### src/rtl/get_legendre_segment_div_pkg.sv
// rtl/get_legendre_segment_div_pkg.sv - shared widths, saturation limits and FSM states for the segment divider
// Purpose: default operand widths, signed quotient limits and the state type
//          used by get_legendre_segment_div and its unsigned core.
// Ports:   none (package).
package get_legendre_segment_div_pkg;

  localparam int DIVIDEND_W_C = 35;
  localparam int DIVISOR_W_C  = 18;
  localparam int QUOT_W_C     = 18;

  localparam int QMAX = (1 << (QUOT_W_C - 1)) - 1;
  localparam int QMIN = -(1 << (QUOT_W_C - 1));

  typedef enum logic [1:0] {S_IDLE, S_CALC, S_FIX, S_DONE} state_e;

endpackage

### src/rtl/get_legendre_segment_udiv_core.sv
// rtl/get_legendre_segment_udiv_core.sv - radix-2 restoring unsigned shift-subtract datapath
// Purpose: produces one quotient bit per step, MSB first, from unsigned magnitudes.
// Ports:   clk, rst_n         clock, asynchronous active-low reset
//          load_i             capture magnitudes, clear partial remainder, arm counter
//          step_i             perform one shift/compare/subtract iteration
//          dividend_i         dividend magnitude
//          divisor_i          divisor magnitude
//          last_o             current step is the final iteration
//          quot_o, rem_o      raw magnitude quotient and final remainder
module get_legendre_segment_udiv_core #(
  parameter int DIVIDEND_W = 35,
  parameter int DIVISOR_W  = 18
) (
  input  logic                  clk,
  input  logic                  rst_n,
  input  logic                  load_i,
  input  logic                  step_i,
  input  logic [DIVIDEND_W-1:0] dividend_i,
  input  logic [DIVISOR_W-1:0]  divisor_i,
  output logic                  last_o,
  output logic [DIVIDEND_W-1:0] quot_o,
  output logic [DIVISOR_W-1:0]  rem_o
);

  localparam int CNT_W = $clog2(DIVIDEND_W);

  // dq_q starts holding the dividend; each step shifts a dividend bit out of
  // the top and a quotient bit into the bottom, so it ends as the quotient.
  logic [DIVIDEND_W-1:0] dq_q, dq_d;
  logic [DIVISOR_W-1:0]  prem_q, prem_d;
  logic [DIVISOR_W-1:0]  dvsr_q, dvsr_d;
  logic [CNT_W-1:0]      cnt_q, cnt_d;

  // The stored remainder is always below the divisor, so only the trial
  // value needs the extra bit.
  logic [DIVISOR_W:0] trial;
  logic [DIVISOR_W:0] diff;
  logic               ge;

  always_comb begin
    trial  = {prem_q, dq_q[DIVIDEND_W-1]};
    diff   = trial - {1'b0, dvsr_q};
    ge     = (trial >= {1'b0, dvsr_q});
    dq_d   = dq_q;
    prem_d = prem_q;
    dvsr_d = dvsr_q;
    cnt_d  = cnt_q;
    if (load_i) begin
      dq_d   = dividend_i;
      prem_d = '0;
      dvsr_d = divisor_i;
      cnt_d  = CNT_W'(DIVIDEND_W - 1);
    end else if (step_i) begin
      prem_d = ge ? diff[DIVISOR_W-1:0] : trial[DIVISOR_W-1:0];
      dq_d   = {dq_q[DIVIDEND_W-2:0], ge};
      if (cnt_q != '0) cnt_d = cnt_q - 1'b1;
    end
  end

  always_ff @(posedge clk or negedge rst_n) begin
    if (!rst_n) begin
      dq_q   <= '0;
      prem_q <= '0;
      dvsr_q <= '0;
      cnt_q  <= '0;
    end else begin
      dq_q   <= dq_d;
      prem_q <= prem_d;
      dvsr_q <= dvsr_d;
      cnt_q  <= cnt_d;
    end
  end

  assign last_o = (cnt_q == '0);
  assign quot_o = dq_q;
  assign rem_o  = prem_q;

endmodule

### src/rtl/get_legendre_segment_div.sv
// rtl/get_legendre_segment_div.sv - iterative signed divider with ap_* block handshake
// Purpose: signed 35/18 division, quotient truncated toward zero and saturated
//          to 18 bits, remainder signed like the dividend, fixed latency.
// Ports:   ap_clk, ap_rst_n          clock, asynchronous active-low reset
//          ap_start/ap_ready         request / operand-accept pulse (IDLE only)
//          ap_idle, ap_done          idle level / result-valid pulse
//          dividend, divisor         signed operands, captured on accept
//          quotient, remainder       signed results, held until next done
//          div_by_zero, overflow     status of the last result
module get_legendre_segment_div
  import get_legendre_segment_div_pkg::*;
#(
  parameter int DIVIDEND_W = DIVIDEND_W_C,
  parameter int DIVISOR_W  = DIVISOR_W_C,
  parameter int QUOT_W     = QUOT_W_C
) (
  input  logic                        ap_clk,
  input  logic                        ap_rst_n,
  input  logic                        ap_start,
  output logic                        ap_ready,
  output logic                        ap_idle,
  output logic                        ap_done,
  input  logic signed [DIVIDEND_W-1:0] dividend,
  input  logic signed [DIVISOR_W-1:0]  divisor,
  output logic signed [QUOT_W-1:0]     quotient,
  output logic signed [DIVISOR_W-1:0]  remainder,
  output logic                        div_by_zero,
  output logic                        overflow
);

  // Magnitude thresholds for saturation: a negative result may reach
  // 2^(QUOT_W-1) exactly, a positive one only 2^(QUOT_W-1)-1.
  localparam logic [DIVIDEND_W-1:0] NEG_LIM = DIVIDEND_W'(1) << (QUOT_W - 1);
  localparam logic [DIVIDEND_W-1:0] POS_LIM = NEG_LIM - 1'b1;
  localparam logic [QUOT_W-1:0]     QMAX_L  = {1'b0, {(QUOT_W-1){1'b1}}};
  localparam logic [QUOT_W-1:0]     QMIN_L  = {1'b1, {(QUOT_W-1){1'b0}}};

  state_e state_q, state_d;

  logic qneg_q, qneg_d, rneg_q, rneg_d, zero_q, zero_d;
  logic [QUOT_W-1:0]    quot_q, quot_d;
  logic [DIVISOR_W-1:0] rem_q, rem_d;
  logic                 dbz_q, dbz_d, ovf_q, ovf_d;

  logic                  load, step, core_last;
  logic [DIVIDEND_W-1:0] dvd_mag, core_quot;
  logic [DIVISOR_W-1:0]  dvs_mag, core_rem;

  // Two's-complement magnitudes; the most negative values still fit unsigned.
  assign dvd_mag = dividend[DIVIDEND_W-1] ? (~dividend + 1'b1) : dividend;
  assign dvs_mag = divisor[DIVISOR_W-1]   ? (~divisor + 1'b1)  : divisor;

  get_legendre_segment_udiv_core #(
    .DIVIDEND_W (DIVIDEND_W),
    .DIVISOR_W  (DIVISOR_W)
  ) u_core (
    .clk        (ap_clk),
    .rst_n      (ap_rst_n),
    .load_i     (load),
    .step_i     (step),
    .dividend_i (dvd_mag),
    .divisor_i  (dvs_mag),
    .last_o     (core_last),
    .quot_o     (core_quot),
    .rem_o      (core_rem)
  );

  always_comb begin
    state_d  = state_q;
    ap_ready = 1'b0;
    load     = 1'b0;
    step     = 1'b0;
    unique case (state_q)
      S_IDLE: if (ap_start) begin
        ap_ready = 1'b1;
        load     = 1'b1;
        state_d  = S_CALC;
      end
      S_CALC: begin
        step = 1'b1;
        if (core_last) state_d = S_FIX;
      end
      S_FIX:   state_d = S_DONE;
      S_DONE:  state_d = S_IDLE;
      default: state_d = S_IDLE;
    endcase
  end

  // Sign and zero-divisor decisions are taken at capture so later operand
  // changes cannot affect the result.
  always_comb begin
    qneg_d = qneg_q;
    rneg_d = rneg_q;
    zero_d = zero_q;
    if (load) begin
      qneg_d = dividend[DIVIDEND_W-1] ^ divisor[DIVISOR_W-1];
      rneg_d = dividend[DIVIDEND_W-1];
      zero_d = (divisor == '0);
    end
  end

  // The divide-by-zero case still runs the core for constant latency; its
  // raw output is simply ignored here.
  always_comb begin
    quot_d = quot_q;
    rem_d  = rem_q;
    dbz_d  = dbz_q;
    ovf_d  = ovf_q;
    if (state_q == S_FIX) begin
      dbz_d = zero_q;
      ovf_d = 1'b0;
      if (zero_q) begin
        quot_d = rneg_q ? QMIN_L : QMAX_L;
        rem_d  = '0;
      end else begin
        rem_d = rneg_q ? (~core_rem + 1'b1) : core_rem;
        if (!qneg_q) begin
          if (core_quot > POS_LIM) begin
            quot_d = QMAX_L;
            ovf_d  = 1'b1;
          end else begin
            quot_d = core_quot[QUOT_W-1:0];
          end
        end else if (core_quot > NEG_LIM) begin
          quot_d = QMIN_L;
          ovf_d  = 1'b1;
        end else begin
          quot_d = ~core_quot[QUOT_W-1:0] + 1'b1;
        end
      end
    end
  end

  always_ff @(posedge ap_clk or negedge ap_rst_n) begin
    if (!ap_rst_n) begin
      state_q <= S_IDLE;
      qneg_q  <= 1'b0;
      rneg_q  <= 1'b0;
      zero_q  <= 1'b0;
      quot_q  <= '0;
      rem_q   <= '0;
      dbz_q   <= 1'b0;
      ovf_q   <= 1'b0;
    end else begin
      state_q <= state_d;
      qneg_q  <= qneg_d;
      rneg_q  <= rneg_d;
      zero_q  <= zero_d;
      quot_q  <= quot_d;
      rem_q   <= rem_d;
      dbz_q   <= dbz_d;
      ovf_q   <= ovf_d;
    end
  end

  assign ap_idle     = (state_q == S_IDLE);
  assign ap_done     = (state_q == S_DONE);
  assign quotient    = quot_q;
  assign remainder   = rem_q;
  assign div_by_zero = dbz_q;
  assign overflow    = ovf_q;

endmodule

### config.mk
export PLATFORM = sky130hd
export DESIGN_NAME = get_legendre_segment_div
export DESIGN_NICKNAME = d
export VERILOG_FILES = /design/src/rtl/get_legendre_segment_div_pkg.sv /design/src/rtl/get_legendre_segment_udiv_core.sv /design/src/rtl/get_legendre_segment_div.sv
export SDC_FILE = /design/constraint.sdc
export NUM_CORES = 1
export LEC_CHECK = 0
export BUFFER_PORTS_ARGS = -buffer_cell sky130_fd_sc_hd__buf_2
export CAP_MARGIN = 20
export CORE_ASPECT_RATIO = 1.5
export CORE_MARGIN = 8
export CORE_UTILIZATION = 35
export DETAILED_ROUTE_END_ITERATION = 8
export MAX_ROUTING_LAYER = met4
export PLACE_DENSITY = 0.63
export REMOVE_ABC_BUFFERS = 1
export SETUP_SLACK_MARGIN = 0.5
export SLEW_MARGIN = 20
export SYNTH_ARGS = -nofsm -noshare
export SYNTH_HDL_FRONTEND = slang
export SYNTH_SLANG_ARGS = --single-unit
### constraint.sdc
create_clock -name ap_clk -period 3.7 [get_ports ap_clk]
set_input_delay 0.74 -clock ap_clk [delete_from_list [all_inputs] [get_ports ap_clk]]
set_output_delay 0.74 -clock ap_clk [all_outputs]
set_load 0.03 [all_outputs]
==> results of run 1 <==
logic make-up (layout without fill, tap and decap cells):
logic type	Yosys count	after routing	share of synthesized area [%]
and+or+nand+nor	307	307	18.9
AOI/OAI and AO/OA	253	253	20.6
DFF	120	120	37.4
buffers and inverters	94	178	4.41
xor gates and xnor gates	84	84	9.17
muxes	37	37	4.66
adders and majority gates	30	30	4.77
worst paths after layout:
| check | depth (start not counted) | endpoint | slack, ps |
|---|---|---|---|
| worst max-delay path | 7 | u_core.rem_o[0] | 790 |
| worst min-delay path | 1 | u_core.quot_o[4] | 290 |
| worst max register to register | 7 | u_core.rem_o[0] | 790 |
| worst min register to register | 2 | u_core.dvsr_q[16] | 470 |
| max in group asynchronous | 2 | u_core.dvsr_q[15] | 2610 |
| min in group ap_clk | 2 | u_core.dvsr_q[16] | 470 |
report_power, final:
part	switching, mW	internal (mW)
Combinational	3.05	2.12
Sequential	0.750	1.97
Clock	0.580	1.24
Total	4.38	5.33
area by class of cell:
type | instances | area [um2] | share of cell area [%]
clock inverters | 9 | 170 | 1.81
well taps | 280 | 350 | 3.72
flip-flops and latches | 120 | 3000 | 31.9
multi-input cells | 711 | 4670 | 49.6
repair buffers | 112 | 623 | 6.61
clock buffers | 22 | 474 | 5.03
inverters | 35 | 131 | 1.39
cells in the final DEF (no fill, tap or decap), types with 23 or more instances in the layout:
cell	netlist	layout
o21ai_0	91	91
a21oi_1	38	38
mux2i_1	34	34
nand2_1	120	119
inv_1	34	34
ha_1	29	28
buf_2	1	95
dfrtp_1	120	120
nand3_1	23	23
nor2_1	44	44
xnor2_1	42	42
xor2_1	42	42
routing by layer:
layer  vias up  routed length (um)
met1      3430                8540
met4         0                 715
li1       3481                   -
met5         -                   0
met3        43                 760
met2       144               11400
stage by stage:
stage	setup WS, ps	utilization (%)	instances	power (mW)	TNS (ps)
after floorplan	-49.3	-	866	6.41	-81.6
after global routing	671	41.3	1289	10.5	0
after global placement	684	38.4	1257	7.81	0
after CTS	820	41.3	1289	9.78	0
after detailed placement	636	38.5	1258	7.92	0
final	792	41.3	1289	9.71	0
sequential cells by signal, summed over array words and instances, names as in the netlist:
name / count
overflow: 1
rneg_q: 1
state_q: 2
u_core.rem_o: 18
u_core.quot_o: 35
zero_q: 1
div_by_zero: 1
remainder: 18
quotient: 18
qneg_q: 1
u_core.dvsr_q: 18
u_core.cnt_q: 6
==> metrics.cfg, run 1 <==
[logic_synthesis]
syn-cell-area_mm2=0.00802
synth.avg_cell_area_um2=8.67
ys_types=56
yosysWarningCount=0
synth_commonest_cells=dfrtp_1 (120), nand2_1 (120), o21ai_0 (91)
synth_edf_count=0
netlist_instances=925
yosysTopAreaCellShare_pct=37.4
ys_ff_latch=120
synth_ff_type=dfrtp_1
synthArstFlopShare_pct=100
yosysTopAreaCell=dfrtp_1
synthTopCellsByArea=dfrtp_1 (37%), o21ai_0 (5.7%), nand2_1 (5.6%), xnor2_1 (4.6%), xor2_1 (4.6%)
synth-seq-area-share_pct=37.4

[clock_network]
cts_tree=done
cts_buffers=17
root_buffer=clkbuf_16
clock_latency_ps=420
cts_resized=0
cts.sinks=120
cts.path.max_buffers=2
path_clk_slew_ps=50
cts_setup_buffers=0
hold_buffers=0
cts_max_level=4

[floorplanning]
fp.dieArea_mm2=0.0281
start_util_pct=35.2
ioPinCount=97
die_w_um=140
core-area_mm2=0.0228
row_count=68
die_y_um=201

[critical_path]
crit_chain=ha_1 -> a2111o_1 -> o211a_1 -> a211oi_1 -> o21a_1 -> mux2_2 -> a21oi_1
arrival_ps=3250
startpoint_type=flop
max_stage_delay_ps=510
r2r-start=u_core.rem_o[5]
cpMaxStageDelayCell=a2111o_1
required_ps=4040
path_delay_family=compound AO/OA/AOI/OAI gates
cp_num_buf_inv=0
crit_start=u_core.rem_o[5]
critPathKind=flop to flop
crit_fanout=7
crit_path_end_kind=flop

[grt]
grt_pass1_vias=7011
grt_max_degree=82
met3_usage_pct=2.87
grt_use_met2_pct=27.9
grt.overflow.total=0
grt_pass1_wl_um=34700
antenna_found_initial=0
grt_busiest_layer=met2
grt_use_met1_pct=16.4
track_usage_pct=15.7

[sta]
hold_viol_final=0
finalMaxSlewViolations=0
fin_crit_sh_pct=78.6
skew_ps=8.23
hold_ws_ps=290
slew_headroom_pct=46.6
rsz0062_at_grt=false
fmax_mhz=344
tightest_slew_ps=794
setup_viol=0
min_period_ps=2910

[cells_and_area]
final_cell_area_mm2=0.00942
nFillCells=2321
area_growth_pct=17.4
diodes=0
final_net_count=1083
drive_gt1_share_pct=15.7

[placed_design]
port_buffers=96
gp_congestion=0.915
dp_hpwl_um=16300
place_area_mm2=0.00878

[route]
vias_per_cell=5.51
drcViolationCount=0
antenna_left=0
wl_um=21400
drtPass1Iterations=5
wire_per_inst_um=16.6
drt_iter0_markers=363
vias=7098

[power_and_ir_drop]
power.leakage_nw=4.05
peakVddDrop_uv=404
powerDensity_mw_per_mm2=1030

[run]
maxCapViolations=0

[min_path]
min_path_type=input pin to async pin

[outcome]
status=finished clean

No activity file was read; power rests on OpenSTA's default activity.
==> run 2, diff against run 1 <==
==> constraint.sdc (replaced) <==
create_clock -name ap_clk -period 3 [get_ports ap_clk]
set_input_delay 0.6 -clock ap_clk [delete_from_list [all_inputs] [get_ports ap_clk]]
set_output_delay 0.6 -clock ap_clk [all_outputs]
set_load 0.03 [all_outputs]
==> metrics.cfg, run 2 (same netlist as run 1, synthesis figures left out) <==
[power_and_ir_drop]
combPwrFrac_pct=58.4  ; was 53.3%
seqPwrFrac_pct=25.4  ; was 28.0%
powerDensity_mw_per_mm2=1290  ; was 1030 mW/mm2
power.leakage_nw=4.19  ; was 4.05 nW
intPower_mw=6.91  ; was 5.33 mW
peakVddDrop_uv=573  ; was 404 uV
switching_share_pct=45.8  ; was 45.1%
power.net_switching_mw=5.84  ; was 4.38 mW
clock_power_share_pct=16.1  ; was 18.7%

[floorplanning]
core-area_mm2=0.0228  ; unchanged
die_y_um=201  ; unchanged
fp.dieArea_mm2=0.0281  ; unchanged
start_util_pct=35.2  ; unchanged
ioPinCount=97  ; unchanged
row_count=68  ; unchanged
die_w_um=140  ; unchanged

[route]
drtPass1Iterations=7  ; was 5
drcViolationCount=0  ; unchanged
antenna_left=0  ; unchanged
drt_iter0_markers=365  ; was 363
vias=7238  ; was 7,098
vias_per_cell=5.48  ; was 5.51
wl_um=22600  ; was 21,400 um
wire_per_inst_um=17.1  ; was 16.6 um

[grt]
track_usage_pct=16.6  ; was 15.7%
grt_pass1_wl_um=36700  ; was 34,700 um
grt_max_degree=82  ; unchanged
antenna_found_initial=0  ; unchanged
grt_pass1_vias=7222  ; was 7,011
grt.overflow.total=0  ; unchanged

[placed_design]
place_area_mm2=0.00898  ; was 0.00878 mm2
gp_congestion=0.919  ; was 0.915
port_buffers=96  ; unchanged
post-place-ws_ps=94.8  ; was 636 ps
dp_hpwl_um=16600  ; was 16,300 um
dp.cells=1278  ; was 1,258

[critical_path]
max_stage_delay_ps=350  ; was 510 ps
required_ps=3320  ; was 4040 ps
cp_num_cells=10  ; was 7
crit_start=u_core.dvsr_q[1]  ; was u_core.rem_o[5]
path_delay_family=compound AO/OA/AOI/OAI gates  ; unchanged
cp_num_buf_inv=2  ; was 0
crit_chain=inv_1 -> ha_1 -> nor2b_4 -> o31a_1 -> o211a_1 -> a211oi_2 -> o21a_2 -> buf_12 -> a21oi_1 -> a21o_1  ; was ha_1 -> a2111o_1 -> o211a_1 -> a211oi_1 -> o21a_1 -> mux2_2 -> a21oi_1
r2r-start=u_core.dvsr_q[1]  ; was u_core.rem_o[5]
rr_worst_depth=10  ; was 7
crit_fanout=11  ; was 7
cpMaxStageDelayCell=dfrtp_1  ; was a2111o_1
arrival_ps=2810  ; was 3250 ps
crit_path_end_kind=flop  ; unchanged
startpoint_type=flop  ; unchanged
critPathKind=flop to flop  ; unchanged

[clock_network]
root_buffer=clkbuf_16  ; unchanged
hold_buffers=0  ; unchanged
cts.path.max_buffers=2  ; unchanged
clock_latency_ps=430  ; was 420 ps
cts_tree=done  ; unchanged
path_clk_slew_ps=60  ; was 50 ps
cts_max_level=4  ; unchanged
cts.sinks=120  ; unchanged
cts_buffers=17  ; unchanged

[outcome]
status=finished clean  ; unchanged

[sta]
finalMaxSlewViolations=0  ; unchanged
fin_setup_tns_ps=0  ; unchanged
skew_ps=9.52  ; was 8.23 ps
fmax_mhz=401  ; was 344 MHz
hold_viol_final=0  ; unchanged
finalWorstSetupSlack_ps=507  ; was 792 ps
rsz0062_at_grt=true  ; was false
slew_headroom_pct=53.3  ; was 46.6%
setup_viol=0  ; unchanged
min_period_ps=2490  ; was 2910 ps
tightest_slew_ps=696  ; was 794 ps
fin_crit_sh_pct=83.1  ; was 78.6%

[cells_and_area]
final_cell_mix=nand2_1 (118), dfrtp_1 (118), buf_2 (95)  ; was dfrtp_1 (120), nand2_1 (119), buf_2 (95)
final_net_count=1114  ; was 1,083
area_growth_pct=22.9  ; was 17.4%
largest_reg_flops=35  ; unchanged
final_cell_area_mm2=0.00986  ; was 0.00942 mm2
diodes=0  ; unchanged
drive_gt1_share_pct=21.7  ; was 15.7%
finalNonFillerCells=1321  ; was 1,289

[min_path]
min_path_type=input pin to async pin  ; unchanged

[run]
maxCapViolations=0  ; unchanged

run 2: repair_timing:
action / CTS / global route
endpoints found under the setup margin: 19 / 33
gates resized for setup: 17 / 24
buffers inserted: 7 / 4
hold endpoints to repair: 0 / 0
pin swaps: 7 / 16
run 2: worst paths after layout:
path,slack [ps],end
worst max register to register,510,u_core.quot_o[0]
worst min-delay path,140,quotient[4]
worst max-delay path,510,u_core.quot_o[0]
worst min register to register,480,u_core.dvsr_q[2]
max in group asynchronous,2180,u_core.rem_o[12]
min in group ap_clk,460,u_core.quot_o[0]
run 2: final cells by class:
cell class / count / area, um2
sequential: 120 / 3010
fill: 2305 / 12900
inverter: 35 / 131
multi-input combinational: 711 / 4860
timing repair buffer: 143 / 918
clock buffer: 19 / 453
tap: 280 / 350
clock inverter: 13 / 145
run 2: power groups by stage:
stage	sequential [mW]	clock [mW]	combinational (mW)
global route	3.35	2.18	8.21
detailed placement	3.24	0	6.87
CTS	3.22	2.10	7.16
global placement	3.22	0	6.78
finish	3.24	2.06	7.45
floorplan	3.55	0	4.36
run 2: through the flow:
step	total power [mW]	hold slack, ps	util (%)
global placement	10.0	466	39.4
CTS	12.5	149	42.7
floorplan	7.91	304	-
detailed placement	10.1	471	39.4
finish	12.8	138	43.3
global route	13.7	166	43.3
run 2: metal layers:
layer  wire, um  GRT usage (%)  up-vias  share of wire, %
li1           -              -     3559                 -
met1       9070           17.0     3484                40
met2      12000           29.6      143                53
met3        667           3.04       52               2.9
met4        841           8.56        0               3.7
met5          0              -        -                 0
==> run 3, diff against run 2 <==
--- a/config.mk
+++ b/config.mk
@@ -5,6 +5,7 @@
 export SDC_FILE = /design/constraint.sdc
 export NUM_CORES = 1
 export LEC_CHECK = 0
+export ABC_AREA = 1
 export BUFFER_PORTS_ARGS = -buffer_cell sky130_fd_sc_hd__buf_2
 export CAP_MARGIN = 20
 export CORE_ASPECT_RATIO = 1.5
@@ -12,7 +13,7 @@
 export CORE_UTILIZATION = 35
 export DETAILED_ROUTE_END_ITERATION = 8
 export MAX_ROUTING_LAYER = met4
-export PLACE_DENSITY = 0.63
+export PLACE_DENSITY = 0.62
 export REMOVE_ABC_BUFFERS = 1
 export SETUP_SLACK_MARGIN = 0.5
 export SLEW_MARGIN = 20
==> constraint.sdc (replaced) <==
create_clock -name ap_clk -period 2.6 [get_ports ap_clk]
set_input_delay 0.52 -clock ap_clk [delete_from_list [all_inputs] [get_ports ap_clk]]
set_output_delay 0.52 -clock ap_clk [all_outputs]
set_load 0.03 [all_outputs]
==> metrics.cfg, run 3 <==
[sta]
rsz0062_at_grt=true  ; unchanged
min_period_ps=2070
finalMaxSlewViolations=0  ; unchanged
fin_crit_sh_pct=79.7
hold_viol_final=0  ; unchanged
setup_viol=0  ; unchanged
fmax_mhz=483
tightest_slew_ps=649  ; was 696 ps
skew_ps=11.1  ; was 9.52 ps
slew_headroom_pct=56.7  ; was 53.3%
fin_setup_tns_ps=0  ; unchanged

[logic_synthesis]
yosysTopAreaCell=dfrtp_1  ; unchanged
synth_fa_ha_area_share_pct=4.15  ; was 4.77%
ys_ff_latch=120  ; unchanged
synthArstFlopShare_pct=100  ; unchanged
ys_types=38  ; was 56
synth_compound_area_share_pct=10.1  ; was 20.6%
synth.avg_cell_area_um2=6.35  ; was 8.67 um2
synth-xor-area-share_pct=3.42  ; was 9.17%
synth_top_family_by_area=simple AND/OR/NAND/NOR gates  ; was compound AO/OA/AOI/OAI gates
syn-cell-area_mm2=0.00922  ; was 0.00802 mm2
netlist_instances=1453  ; was 925
synth_commonest_cells=nand2_1 (516), inv_1 (194), nand3_1 (140), nor2_1 (140), dfrtp_1 (120)  ; was dfrtp_1 (120), nand2_1 (120), o21ai_0 (91)
synth_ff_type=dfrtp_1  ; unchanged
synth-seq-area-share_pct=32.6  ; was 37.4%
synth_edf_count=0  ; unchanged
synthTopCellsByArea=dfrtp_1 (33%), nand2_1 (21%), inv_1 (7.9%), nand3_1 (7.6%), nor2_1 (5.7%)  ; was dfrtp_1 (37%), o21ai_0 (5.7%), nand2_1 (5.6%), xnor2_1 (4.6%), xor2_1 (4.6%)
yosys.area_share.simple_pct=39.2  ; was 18.9%
yosysWarningCount=0  ; unchanged
synth_most_common_cell=nand2_1
yosysTopAreaCellShare_pct=32.6  ; was 37.4%
synth_mux_area_share_pct=0  ; was 4.66%

[critical_path]
crit_fanout=4  ; was 11
startpoint_type=flop  ; unchanged
crit_path_end_kind=output port  ; was flop
arrival_ps=1550  ; was 2810 ps
r2r_setup_slack_ps=580  ; was 510 ps
critPathKind=flop to output port  ; was flop to flop
required_ps=2080  ; was 3320 ps

[grt]
antenna_found_initial=0  ; unchanged
grt_pass1_vias=9544  ; was 7,222
track_usage_pct=19.2  ; was 16.6%
grt.overflow.total=0  ; unchanged
grt_max_degree=50  ; was 82
grt_pass1_wl_um=48200  ; was 36,700 um

[power_and_ir_drop]
power_mw=15.0  ; was 12.8 mW
peakVddDrop_uv=592  ; was 573 uV
powerDensity_mw_per_mm2=1340  ; was 1290 mW/mm2
power.leakage_nw=5.68  ; was 4.19 nW

[floorplanning]
die_w_um=149  ; was 140 um
core-area_mm2=0.0262  ; was 0.0228 mm2
die_y_um=215  ; was 201 um
start_util_pct=35.2  ; about the same
row_count=73  ; was 68
fp.dieArea_mm2=0.0319  ; was 0.0281 mm2
ioPinCount=97  ; unchanged

[clock_network]
cts_tree=done  ; unchanged
cts_max_level=4  ; unchanged
hold_buffers=0  ; unchanged
cts.path.max_buffers=2  ; unchanged
cts_buffers=17  ; unchanged
path_clk_slew_ps=60  ; about the same
root_buffer=clkbuf_16  ; unchanged
cts.sinks=120  ; unchanged
clock_latency_ps=430  ; about the same

[route]
wl_um=29900  ; was 22,600 um
antenna_left=0  ; unchanged
wire_per_inst_um=15.6  ; was 17.1 um
drt_iter0_markers=552  ; was 365
vias=9493  ; was 7,238
vias_per_cell=4.96  ; was 5.48
drcViolationCount=0  ; unchanged
drtPass1Iterations=5  ; was 7

[placed_design]
dp.cells=1864  ; was 1,278
place_area_mm2=0.0101  ; was 0.00898 mm2
port_buffers=96  ; unchanged
gp_congestion=0.949  ; was 0.919
dp_hpwl_um=23000  ; was 16,600 um

[outcome]
status=finished clean  ; unchanged

[cells_and_area]
finalNonFillerCells=1912  ; was 1,321
final_cell_area_mm2=0.0112  ; was 0.00986 mm2
area_growth_pct=21.1  ; was 22.9%
largest_reg_flops=35  ; unchanged
final_net_count=1648  ; was 1,114
layout_commonest_cell=nand2_1
drive_gt1_share_pct=15.1  ; was 21.7%
final_cell_mix=nand2_1 (508), inv_1 (191), nand3_1 (140)  ; was nand2_1 (118), dfrtp_1 (118), buf_2 (95)
nFillCells=2776  ; was 2,305
diodes=0  ; unchanged

[run]
maxCapViolations=0  ; unchanged

[min_path]
min_path_type=input pin to async pin  ; unchanged

run 3: worst paths after layout:
path,endpoint,cells after the start,from
setup / recovery,ap_ready,5,state_q[1]
hold / removal,div_by_zero,1,ap_rst_n
setup reg to reg,u_core.rem_o[1],12,u_core.rem_o[13]
hold reg to reg,remainder[11],2,remainder[11]
max in group asynchronous,u_core.quot_o[0],2,ap_rst_n
min in group ap_clk,u_core.quot_o[33],4,dividend[33]
run 3: cell type report:
| cell class | instances | area, um2 | area share (%) |
|---|---|---|---|
| tap | 337 | 422 | 3.78 |
| sequential | 120 | 3010 | 27.0 |
| inverter | 200 | 763 | 6.83 |
| clock inverter | 13 | 170 | 1.52 |
| timing repair inverter | 1 | 3.75 | 0.0336 |
| clock buffer | 19 | 443 | 3.97 |
| multi-input combinational | 1094 | 5570 | 49.8 |
| timing repair buffer | 128 | 786 | 7.03 |
run 3: timing repair:
action                                  CTS  global route
endpoints found under the setup margin   30            58
gates resized for setup                  18            58
gates cloned                              1             1
pin swaps                                 2             5
setup buffers                             7             7
run 3: logic make-up (layout without fill, tap and decap cells):
group / Yosys count / after routing
buffers and inverters: 240 / 361
DFF: 120 / 120
and+or+nand+nor: 866 / 867
adders and majority gates: 30 / 30
AOI/OAI and AO/OA: 161 / 161
xor gates and xnor gates: 36 / 36
run 3: layer usage:
layer | routed length (um) | share of wire (%) | global-route usage (%) | vias to the layer above
met5 | 0 | 0 | - | -
met4 | 988 | 3.3 | 7.40 | 0
met2 | 16200 | 54 | 35.5 | 234
li1 | - | - | - | 4843
met3 | 958 | 3.2 | 2.46 | 50
met1 | 11800 | 39 | 20.1 | 4366
run 3: critical path, stage by stage, from the launching register on:
cell     delay, ps
dfrtp_1        410
inv_1          110
ha_2           250
nand2_4        120
inv_6           80
buf_4          150
run 3: stage by stage:
step	setup WS [ps]	hold WS (ps)	util [%]
global route	484	70.6	42.6
detailed placement	238	464	38.4
CTS	480	53.3	41.3
floorplan	-674	224	-
global placement	235	460	38.4
finish	528	39.3	42.6
run 3: power by group:
group / internal, mW / switching (mW)
registers: 2.76 / 0.756
logic: 3.25 / 5.75
clock network: 1.54 / 0.916
total: 7.54 / 7.43
